`src/rtl/freq_gen_pkg.sv`:
```
// Shared types and constants for the DDS square-wave generator.
// The tuning clamp keeps the output at or below half the sys_clk rate.
package freq_gen_pkg;

   localparam int DEF_ACC_W = 32;
   localparam int DEF_CNT_W = 32;

   localparam logic [DEF_ACC_W-1:0] HALF_TUNE = {1'b1, {(DEF_ACC_W-1){1'b0}}};

   typedef enum logic [1:0] {
      ST_IDLE  = 2'd0,
      ST_RUN   = 2'd1,
      ST_DRAIN = 2'd2
   } state_e;

endpackage

```
`src/rtl/freq_gen_phase_acc.sv`:
```
// Phase accumulator with a shadow tuning word that is swapped in only after
// a carry, so a retune never shortens the period in progress.
module freq_gen_phase_acc
   import freq_gen_pkg::*;
#(
   parameter int ACC_W = DEF_ACC_W
) (
   input  logic             sys_clk,
   input  logic             rst_n,
   input  logic             clear,
   input  logic             start,
   input  logic             step,
   input  logic             shadow_load,
   input  logic             shadow_discard,
   input  logic [ACC_W-1:0] tune_in,
   output logic             carry,
   output logic             msb_next,
   output logic             pending
);

   logic [ACC_W-1:0] acc_r;
   logic [ACC_W-1:0] tune_r;
   logic [ACC_W-1:0] shadow_r;
   logic             pending_r;
   logic [ACC_W:0]   sum_s;
   logic             apply_s;

   // Next phase and the period-boundary condition.
   always_comb begin
      sum_s   = {1'b0, acc_r} + {1'b0, tune_r};
      apply_s = step & sum_s[ACC_W] & pending_r;
   end

   assign carry    = sum_s[ACC_W];
   assign msb_next = sum_s[ACC_W-1];
   assign pending  = pending_r;

   // Phase register.
   always_ff @(posedge sys_clk or negedge rst_n) begin
      if (!rst_n) begin
         acc_r <= {ACC_W{1'b0}};
      end else if (clear || start) begin
         acc_r <= {ACC_W{1'b0}};
      end else if (step) begin
         acc_r <= sum_s[ACC_W-1:0];
      end else begin
         acc_r <= acc_r;
      end
   end

   // Active tune: loaded at start, replaced by the shadow after a boundary.
   always_ff @(posedge sys_clk or negedge rst_n) begin
      if (!rst_n) begin
         tune_r <= {ACC_W{1'b0}};
      end else if (start) begin
         tune_r <= tune_in;
      end else if (apply_s) begin
         tune_r <= shadow_r;
      end else begin
         tune_r <= tune_r;
      end
   end

   // Shadow word and its pending flag.
   always_ff @(posedge sys_clk or negedge rst_n) begin
      if (!rst_n) begin
         shadow_r  <= {ACC_W{1'b0}};
         pending_r <= 1'b0;
      end else if (start || shadow_discard) begin
         shadow_r  <= shadow_r;
         pending_r <= 1'b0;
      end else if (shadow_load) begin
         shadow_r  <= tune_in;
         pending_r <= 1'b1;
      end else if (apply_s) begin
         shadow_r  <= shadow_r;
         pending_r <= 1'b0;
      end else begin
         shadow_r  <= shadow_r;
         pending_r <= pending_r;
      end
   end

endmodule

```
`src/rtl/freq_gen.sv`:
```
// Programmable square-wave generator: continuous or exact-count bursts,
// with retunes and stops that always finish the current period cleanly.
module freq_gen
   import freq_gen_pkg::*;
#(
   parameter int ACC_W = DEF_ACC_W,
   parameter int CNT_W = DEF_CNT_W
) (
   input  logic             sys_clk,
   input  logic             rst_n,
   input  logic             cfg_valid,
   output logic             cfg_ready,
   input  logic [ACC_W-1:0] cfg_tune,
   input  logic [CNT_W-1:0] cfg_burst_len,
   input  logic             stop,
   output logic             sig_out,
   output logic             busy,
   output logic [CNT_W-1:0] edge_cnt,
   output logic             done
);

   localparam logic [ACC_W-1:0] HALF_TUNE_L = {1'b1, {(ACC_W-1){1'b0}}};
   localparam logic [CNT_W-1:0] CNT_MAX     = {CNT_W{1'b1}};
   localparam logic [CNT_W-1:0] CNT_ONE     = {{(CNT_W-1){1'b0}}, 1'b1};

   state_e           state_r;
   state_e           state_nx_s;
   logic             sig_out_r;
   logic             busy_r;
   logic             done_r;
   logic [CNT_W-1:0] edge_cnt_r;
   logic [CNT_W-1:0] burst_len_r;
   logic             sig_nx_s;
   logic             done_nx_s;
   logic [CNT_W-1:0] edge_nx_s;
   logic [CNT_W-1:0] edge_inc_s;
   logic [ACC_W-1:0] tune_clamp_s;
   logic             acc_clear_s;
   logic             acc_start_s;
   logic             acc_step_s;
   logic             sh_load_s;
   logic             sh_discard_s;
   logic             carry_s;
   logic             msb_s;
   logic             pending_s;
   logic             rise_s;
   logic             burst_end_s;
   logic             cfg_ready_s;

   assign tune_clamp_s = (cfg_tune > HALF_TUNE_L) ? HALF_TUNE_L : cfg_tune;
   assign rise_s       = msb_s & ~sig_out_r;
   assign edge_inc_s   = (rise_s && (edge_cnt_r != CNT_MAX)) ? edge_cnt_r + CNT_ONE : edge_cnt_r;
   assign burst_end_s  = (burst_len_r != {CNT_W{1'b0}}) && (edge_inc_s == burst_len_r);

   freq_gen_phase_acc #(.ACC_W(ACC_W)) u_phase_acc (
      .sys_clk        (sys_clk),
      .rst_n          (rst_n),
      .clear          (acc_clear_s),
      .start          (acc_start_s),
      .step           (acc_step_s),
      .shadow_load    (sh_load_s),
      .shadow_discard (sh_discard_s),
      .tune_in        (tune_clamp_s),
      .carry          (carry_s),
      .msb_next       (msb_s),
      .pending        (pending_s)
   );

   // Next-state and datapath control.
   always_comb begin
      state_nx_s   = state_r;
      sig_nx_s     = sig_out_r;
      done_nx_s    = 1'b0;
      edge_nx_s    = edge_cnt_r;
      acc_clear_s  = 1'b0;
      acc_start_s  = 1'b0;
      acc_step_s   = 1'b0;
      sh_load_s    = 1'b0;
      sh_discard_s = 1'b0;
      cfg_ready_s  = 1'b0;
      case (state_r)
         ST_IDLE: begin
            cfg_ready_s = 1'b1;
            acc_clear_s = 1'b1;
            sig_nx_s    = 1'b0;
            if (cfg_valid && (tune_clamp_s == {ACC_W{1'b0}})) begin
               done_nx_s = 1'b1;
            end else if (cfg_valid) begin
               acc_start_s = 1'b1;
               edge_nx_s   = {CNT_W{1'b0}};
               state_nx_s  = ST_RUN;
            end else begin
               state_nx_s = ST_IDLE;
            end
         end
         ST_RUN: begin
            cfg_ready_s = ~pending_s;
            acc_step_s  = 1'b1;
            sig_nx_s    = msb_s;
            edge_nx_s   = edge_inc_s;
            sh_load_s   = cfg_valid & ~pending_s;
            if (burst_end_s || stop) begin
               state_nx_s = ST_DRAIN;
            end else begin
               state_nx_s = ST_RUN;
            end
         end
         ST_DRAIN: begin
            acc_step_s   = 1'b1;
            sh_discard_s = 1'b1;
            sig_nx_s     = msb_s;
            // A carry always lands with the new MSB low, so the wave ends low.
            if (carry_s) begin
               acc_clear_s = 1'b1;
               sig_nx_s    = 1'b0;
               done_nx_s   = 1'b1;
               state_nx_s  = ST_IDLE;
            end else begin
               state_nx_s = ST_DRAIN;
            end
         end
         default: begin
            acc_clear_s = 1'b1;
            sig_nx_s    = 1'b0;
            state_nx_s  = ST_IDLE;
         end
      endcase
   end

   // State register.
   always_ff @(posedge sys_clk or negedge rst_n) begin
      if (!rst_n) begin
         state_r <= ST_IDLE;
      end else begin
         state_r <= state_nx_s;
      end
   end

   // Registered outputs and the latched burst length.
   always_ff @(posedge sys_clk or negedge rst_n) begin
      if (!rst_n) begin
         sig_out_r   <= 1'b0;
         busy_r      <= 1'b0;
         done_r      <= 1'b0;
         edge_cnt_r  <= {CNT_W{1'b0}};
         burst_len_r <= {CNT_W{1'b0}};
      end else begin
         sig_out_r   <= sig_nx_s;
         busy_r      <= (state_nx_s != ST_IDLE);
         done_r      <= done_nx_s;
         edge_cnt_r  <= edge_nx_s;
         burst_len_r <= acc_start_s ? cfg_burst_len : burst_len_r;
      end
   end

   assign cfg_ready = cfg_ready_s;
   assign sig_out   = sig_out_r;
   assign busy      = busy_r;
   assign done      = done_r;
   assign edge_cnt  = edge_cnt_r;

endmodule

```
`config.mk`:
```
export PLATFORM = sky130hd
export DESIGN_NAME = freq_gen
export DESIGN_NICKNAME = d
export VERILOG_FILES = /design/src/rtl/freq_gen_pkg.sv /design/src/rtl/freq_gen_phase_acc.sv /design/src/rtl/freq_gen.sv
export SDC_FILE = /design/constraint.sdc
export NUM_CORES = 1
export LEC_CHECK = 0
export BUFFER_PORTS_ARGS = -buffer_cell sky130_fd_sc_hd__buf_2
export CAP_MARGIN = 20
export CORE_MARGIN = 8
export CORE_UTILIZATION = 55
export DETAILED_ROUTE_END_ITERATION = 7
export PLACE_DENSITY = 0.75
export SYNTH_ARGS = -nofsm -noshare
export SYNTH_HDL_FRONTEND = slang
export SYNTH_SLANG_ARGS = --single-unit
```
`constraint.sdc`:
```
create_clock -name sys_clk -period 9.7 [get_ports sys_clk]
set_clock_uncertainty 0.15 [all_clocks]
set_input_delay 2.425 -clock sys_clk [delete_from_list [all_inputs] [get_ports sys_clk]]
set_output_delay 2.425 -clock sys_clk [all_outputs]
set_load 0.01 [all_outputs]
```
[After elaboration in Yosys (flattened, before gate mapping)]
Index checks and enable logic that the tools add are counted.
Word-level totals
  flip-flop bits (word level): 166
  bits in latches: 0
  RAM bits: 0
  bits in read-only memories: 0
  bits of input ports: 68
  output and inout bits: 36
  word-level logic and storage cells: 73
  memories: 0
Operators by class
  $add $sub $neg: 2
  $mul: 0
  div/mod/pow operators: 0
  order comparisons: 1
  equality and inequality tests: 6
  shift-type cells: 0
  multiplexer cells: 30
  bitwise gates (word level): 7
  reduce and logical (&&, ||, !) cells: 17
Operators with widths (count)
  two-way mux 32 bit: 8
  case mux 32 bit (2 select lines): 1
  adder 32 x 32 -> 33 bit: 1
  adder 32 x 1 -> 32 bit (second input constant): 1
  == test 32 bit: 1
  greater-than comparator 32 bit (second input constant): 1
  zero test 32 bit: 1
  inequality test 32 bit (second input constant): 1
  nonzero test 32 bit: 1
  two-way mux 1 bit: 13
  case mux 1 bit (2 select lines): 4
  nonzero test 2 bit: 4
  two-way mux 2 bit: 3
  case mux 2 bit (3 select lines): 1
  AND 1 bit: 4
  inequality test 2 bit (second input constant): 2
  logical AND 1 bit: 3
  logical OR 1 bit: 3
  NOT 1 bit: 3
  AND reduction 3 bit: 1
  nonzero test 3 bit: 1
  == test 2 x 1 -> 1 bit (second input constant): 1
  == test 2 bit (second input constant): 1
  zero test 2 bit: 1
  2 further kinds: 2

[Logic depth before layout (Yosys ltp)]
  depth in word-level cells: 10
  depth in mapped cells: 16
  gate-level depth less buffers: 14

[Cells and area by module]
A second synthesis with hierarchy kept.
Unflattened totals
  cells, all modules: 1181
  area, all modules: 10595.2 µm²
Modules (own cells, without submodules)
  freq_gen_phase_acc: instances 1, cells each 554, area each 5617.9 µm², sequential area each 2427.3 µm²
  freq_gen: instances 1, cells each 627, area each 4977.3 µm², sequential area each 1726.7 µm²

[Worst setup path before layout]
OpenSTA, ideal clock, no wires.
  path kind: input port to flip-flop
  from: input port cfg_tune[0]
  to: register edge_cnt_r[15] (netlist: edge_cnt[15])
  library setup time: 0.118 ns
  arrival: 4.179 ns
  data required time: 9.432 ns
  setup slack: 5.253 ns
  stages: 8
  path buffers: 1
  cell sequence: nor4_1 > nand4_1 > nor3_1 > nor2_1 > o21ai_0 > clkbuf_1 > nor4_1 > a21o_1
On the way
  word-level cells in the longest chain between the ends: 6
RTL lines
  from (decl): RTL line freq_gen.sv:13  | input logic [ACC_W-1:0] cfg_tune,
  greater-than comparator 32 bit: RTL line freq_gen.sv:50  | assign tune_clamp_s = (cfg_tune > HALF_TUNE_L) ? HALF_TUNE_L : cfg_tune;
  two-way mux 32 bit *: RTL line freq_gen.sv:50
  zero test 32 bit *: RTL line freq_gen.sv:86  | if (cfg_valid && (tune_clamp_s == {ACC_W{1'b0}})) begin
  logical AND 1 bit *: RTL line freq_gen.sv:86
  inequality test 2 bit (no line) *
  AND reduction 3 bit (no line) *
  to (signal assigned): RTL line freq_gen.sv:145  | edge_cnt_r <= {CNT_W{1'b0}};
  to (signal assigned): RTL line freq_gen.sv:151  | edge_cnt_r <= edge_nx_s;
  to (decl): RTL line freq_gen.sv:31  | logic [CNT_W-1:0] edge_cnt_r;
Mark *: on every way between the ends. The rest lies on a longest branch, timed or not.
A chain may end at the register's enable or synchronous reset.

[Final worst setup path]
  from: register state_r[1]
  to: output port cfg_ready
On the way
  word-level cells in the longest chain between the ends: 2
  elaborated cells between the ends (all ways): 3
  classes of those cells: 1 x eq/ne; 1 x mux; 1 x reduce/logical
RTL lines
  from (decl): RTL line freq_gen.sv:26  | state_e state_r;
  from (signal assigned): RTL line freq_gen.sv:135  | state_r <= state_nx_s;
  == test 2 x 1 -> 1 bit / zero test 2 bit (equally long branches): RTL line freq_gen.sv:81  | case (state_r)
  case mux 1 bit (2 select lines) *: RTL line freq_gen.sv:81
  to (decl): RTL line freq_gen.sv:12  | output logic cfg_ready,
Marks and branches as above.

==> results list <==
* Die X: 152.6 um
- Die ar.: 23280 um2
- For this block, the routed nets add up to 27.17 mm of wire.
* Maximum vdd drop: 0.0002661 V
- Initial DRC count: 738
- Kind of capture point of the worst setup path: output port
- Using the TritonRoute via totals, the vias-per-cell ratio works out to 6.007.
- Of the available clock period, the critical path in the final layout requires between 60% and 70%.
- The Yosys step of the flow raised 0 warnings.
- The critical path goes through inv_1, ha_1, clkinv_1, o21ai_0, buf_2.
- Total number of vias: between 8000 and 9000
* H-tree levels: 4
- The net count of the finished layout is around 1300.
* GRT Overall Usage: 23.54%
- The cell sitting at the root of the clock tree is a sky130_fd_sc_hd__clkbuf_16.
- Routability cong.: 0.9345
- Dominant register cell in the synthesized netlist: sky130_fd_sc_hd__dfrtp_1
* Clock sinks: 166
- Top-area cell type share of the netlist area: 40.48%
* CTS buffer count: 17
- Yosys cell types: slightly below 80
- Static leakage: between 0.005 and 0.006 uW
* Number of antenna violations at the first check in global routing: 0
* Antenna Violating Nets Remaining: 0
* Setup slack of the critical path after layout: 3.757 ns
- Number of setup violations in the final report: 0
* Required @ worst endpoint: ~7.1 ns
- STA classifies the critical path startpoint as a flip-flop.
* Y dimension of the die: 152.6 um
* Total standard cell area after synthesis: 10260 um2
- Yosys mapped a number of flops with a built-in enable equal to 0.
* Drt first pass iters: 5
- Worst Max-Slew Pin Slew: 1.060 ns
- The number of antenna diodes in the final layout is 0.
- The first global-routing pass estimated between 40 and 50 mm of wire.
- Total overflow reported by the global router: 0
- Slowest cell delay on critical path: 0.93 ns
- Outcome: finished, final reports clean
- Worst-path clk slew: around 0.070 ns
- Fraction of layout cells with a size suffix above 1: 14.11%
- Max-cap violations: 0
- Crit path max-delay family: buffers and inverters
* Hold WC Path Type: flip-flop to flip-flop
- IO Port Bufs: 103
- Part of the Yosys area used for sequential elements: around two fifths
* Buffer levels on the longest clock path: 2
* Leading post-synthesis cells by instance count: 213 x sky130_fd_sc_hd__nand2_1, 166 x sky130_fd_sc_hd__dfrtp_1, 93 x sky130_fd_sc_hd__o21ai_0
- Crit path DAT: 3.37 ns
- Entering global routing, the biggest net connects 111 pins.
- Post-route DRC: 0
- Core Region: 18520 um2
- Final Critical Period: between 5 and 6 ns
- Top area cells in the synthesized netlist: sky130_fd_sc_hd__dfrtp_1 40%, sky130_fd_sc_hd__nand2_1 7.8%, sky130_fd_sc_hd__mux2i_1 6.5%
- Summing internal, switching and leakage power gives 3272 uW.
- The most common cell in the synthesized netlist is sky130_fd_sc_hd__nand2_1.
- Along the worst path, the maximum fanout reaches 26.
* Hold violation count in the final report: 0
- RSZ-0062 raised after global routing: no
* Critical path buffers and inverters: 3
- # hold bufs at CTS: 0
- After filler insertion, the fill cell instance count of the layout stands at 1596.
- After floorplanning, the core was divided into 50 placement rows.
- Vias in the first global route: between 8000 and 9000
- For the worst-skew pair, the clock arrives at the later sink with an insertion delay of 0.43 ns.
* Post-Place Setup Slack: 3.863 ns
- Max-slew headroom: about 29%
- Flip-flop and latch count after synthesis: 166
- CTS tree: built
* Avg Cell Area, Syn: 8.915 um2
- Max Freq: 0.1683 GHz
- Counting every net in the synthesized netlist gives 1257.
- Slew Viols, Final: 0
- Summed over all nets, the half-perimeter wirelength after detailed placement is 19.20 mm.
- Power density over the cells: 282.9 nW/um2
* Critical Path Slowest Stage Cell: sky130_fd_sc_hd__clkinv_1
* Critical path class: flip-flop to output port
- The area growth from synthesis to layout is 12.71%.
- Initial Util: a little under three fifths
- Total of cells resized after clock tree synthesis: 0
* I/O pins: 104
* Setup tns final: 0 ns
- Ys async rst share: 100.0%
- Leading area contributor after synthesis: sky130_fd_sc_hd__dfrtp_1
* Total area of sequential cells: 4154 um2
* Post-CTS Repair Setup Buffers: 0
* Avg WL per Cell: between 15 and 20 um
- In the synthesized netlist, the number of instances is 1151.
- Total area of multi-input combinational cells: around 5800 um2
[routing by layer]
metal,share of wire [%],track usage [%],up-vias
li1,-,-,4244
met1,45,32.32,4227
met2,46,36.50,305
met3,7.5,5.644,37
met4,1.4,6.409,0
met5,0,0,-
[logic make-up (layout without fill, tap and decap cells)]
family,Yosys count,after routing,synth area share [%]
and+or+nand+nor,456,456,21.58
muxes,68,68,6.645
xor gates and xnor gates,78,78,6.658
adders and majority gates,38,38,4.707
DFF,166,166,40.48
AOI/OAI and AO/OA,263,263,16.66
buffers and inverters,82,164,3.268
[flip-flops by register name, summed over array words and instances (netlist names)]
signal	flops
state_r	2
burst_len_r	32
edge_cnt	32
done	1
busy	1
sig_out	1
u_phase_acc.shadow_r	32
u_phase_acc.tune_r	32
u_phase_acc.pending	1
u_phase_acc.acc_r	32
[final timing paths]
kind | slack (ns) | cells past startpoint | to | start
setup reg to reg | 5.22 | 12 | state_r[0] | u_phase_acc.tune_r[4]
setup / recovery | 3.76 | 5 | cfg_ready | state_r[1]
hold / removal | 0.33 | 2 | u_phase_acc.shadow_r[13] | u_phase_acc.shadow_r[13]
max in group asynchronous | 6.18 | 3 | burst_len_r[17] | rst_n
min in group asynchronous | 1.77 | 1 | u_phase_acc.tune_r[21] | rst_n
hold reg to reg | 0.33 | 2 | u_phase_acc.shadow_r[13] | u_phase_acc.shadow_r[13]
[cell usage in the layout (no fill, tap or decap), types with 36 or more instances in the layout]
cell type                 count
sky130_fd_sc_hd__dfrtp_1    166
sky130_fd_sc_hd__o21ai_0     92
sky130_fd_sc_hd__nand3_1     48
sky130_fd_sc_hd__buf_2      102
sky130_fd_sc_hd__nor2_1      68
sky130_fd_sc_hd__nand2_1    213
sky130_fd_sc_hd__mux2i_1     67
sky130_fd_sc_hd__ha_1        36
sky130_fd_sc_hd__a21oi_1     47
sky130_fd_sc_hd__xnor2_1     54
[layout make-up]
| class | instances | share of cell area [%] |
|---|---|---|
| multi-input combinational | 903 | 50.17 |
| sequential | 166 | 35.92 |
| timing repair buffer | 114 | 5.572 |
| clock buffer | 19 | 3.743 |
| tap | 234 | 2.532 |
| clock inverter | 13 | 1.482 |
| inverter | 18 | 0.5842 |
[worst reg2reg max path, delay by kind of cell (launching register included)]
| kind | cells | cell delay, ns |
|---|---|---|
| DFF | 1 | 0.40 |
| AOI/OAI and AO/OA | 6 | 2.09 |
| adders and majority gates | 1 | 0.37 |
| and+or+nand+nor | 4 | 1.24 |
| xor gates and xnor gates | 1 | 0.13 |
[through the flow]
step                      cell area, um2  hold WS [ns]  utilization (%)  instances
after detailed placement           10910        0.3194            58.89       1433
after global placement             10910        0.3096            58.89       1433
after CTS                          11510        0.3348            62.16       1465
final                              11560        0.3282            62.45       1467
after floorplan                    10260        0.2992                -       1151
after global routing               11560        0.3550            62.45       1467
[report_power, final]
part	switching [uW]	internal [uW]	total (uW)	leakage, uW
clock network	295	410	704	0.000294
registers	216	925	1140	0.00220
logic	852	575	1430	0.00316
total	1360	1910	3270	0.00565
(Power assumes the default switching activity.)
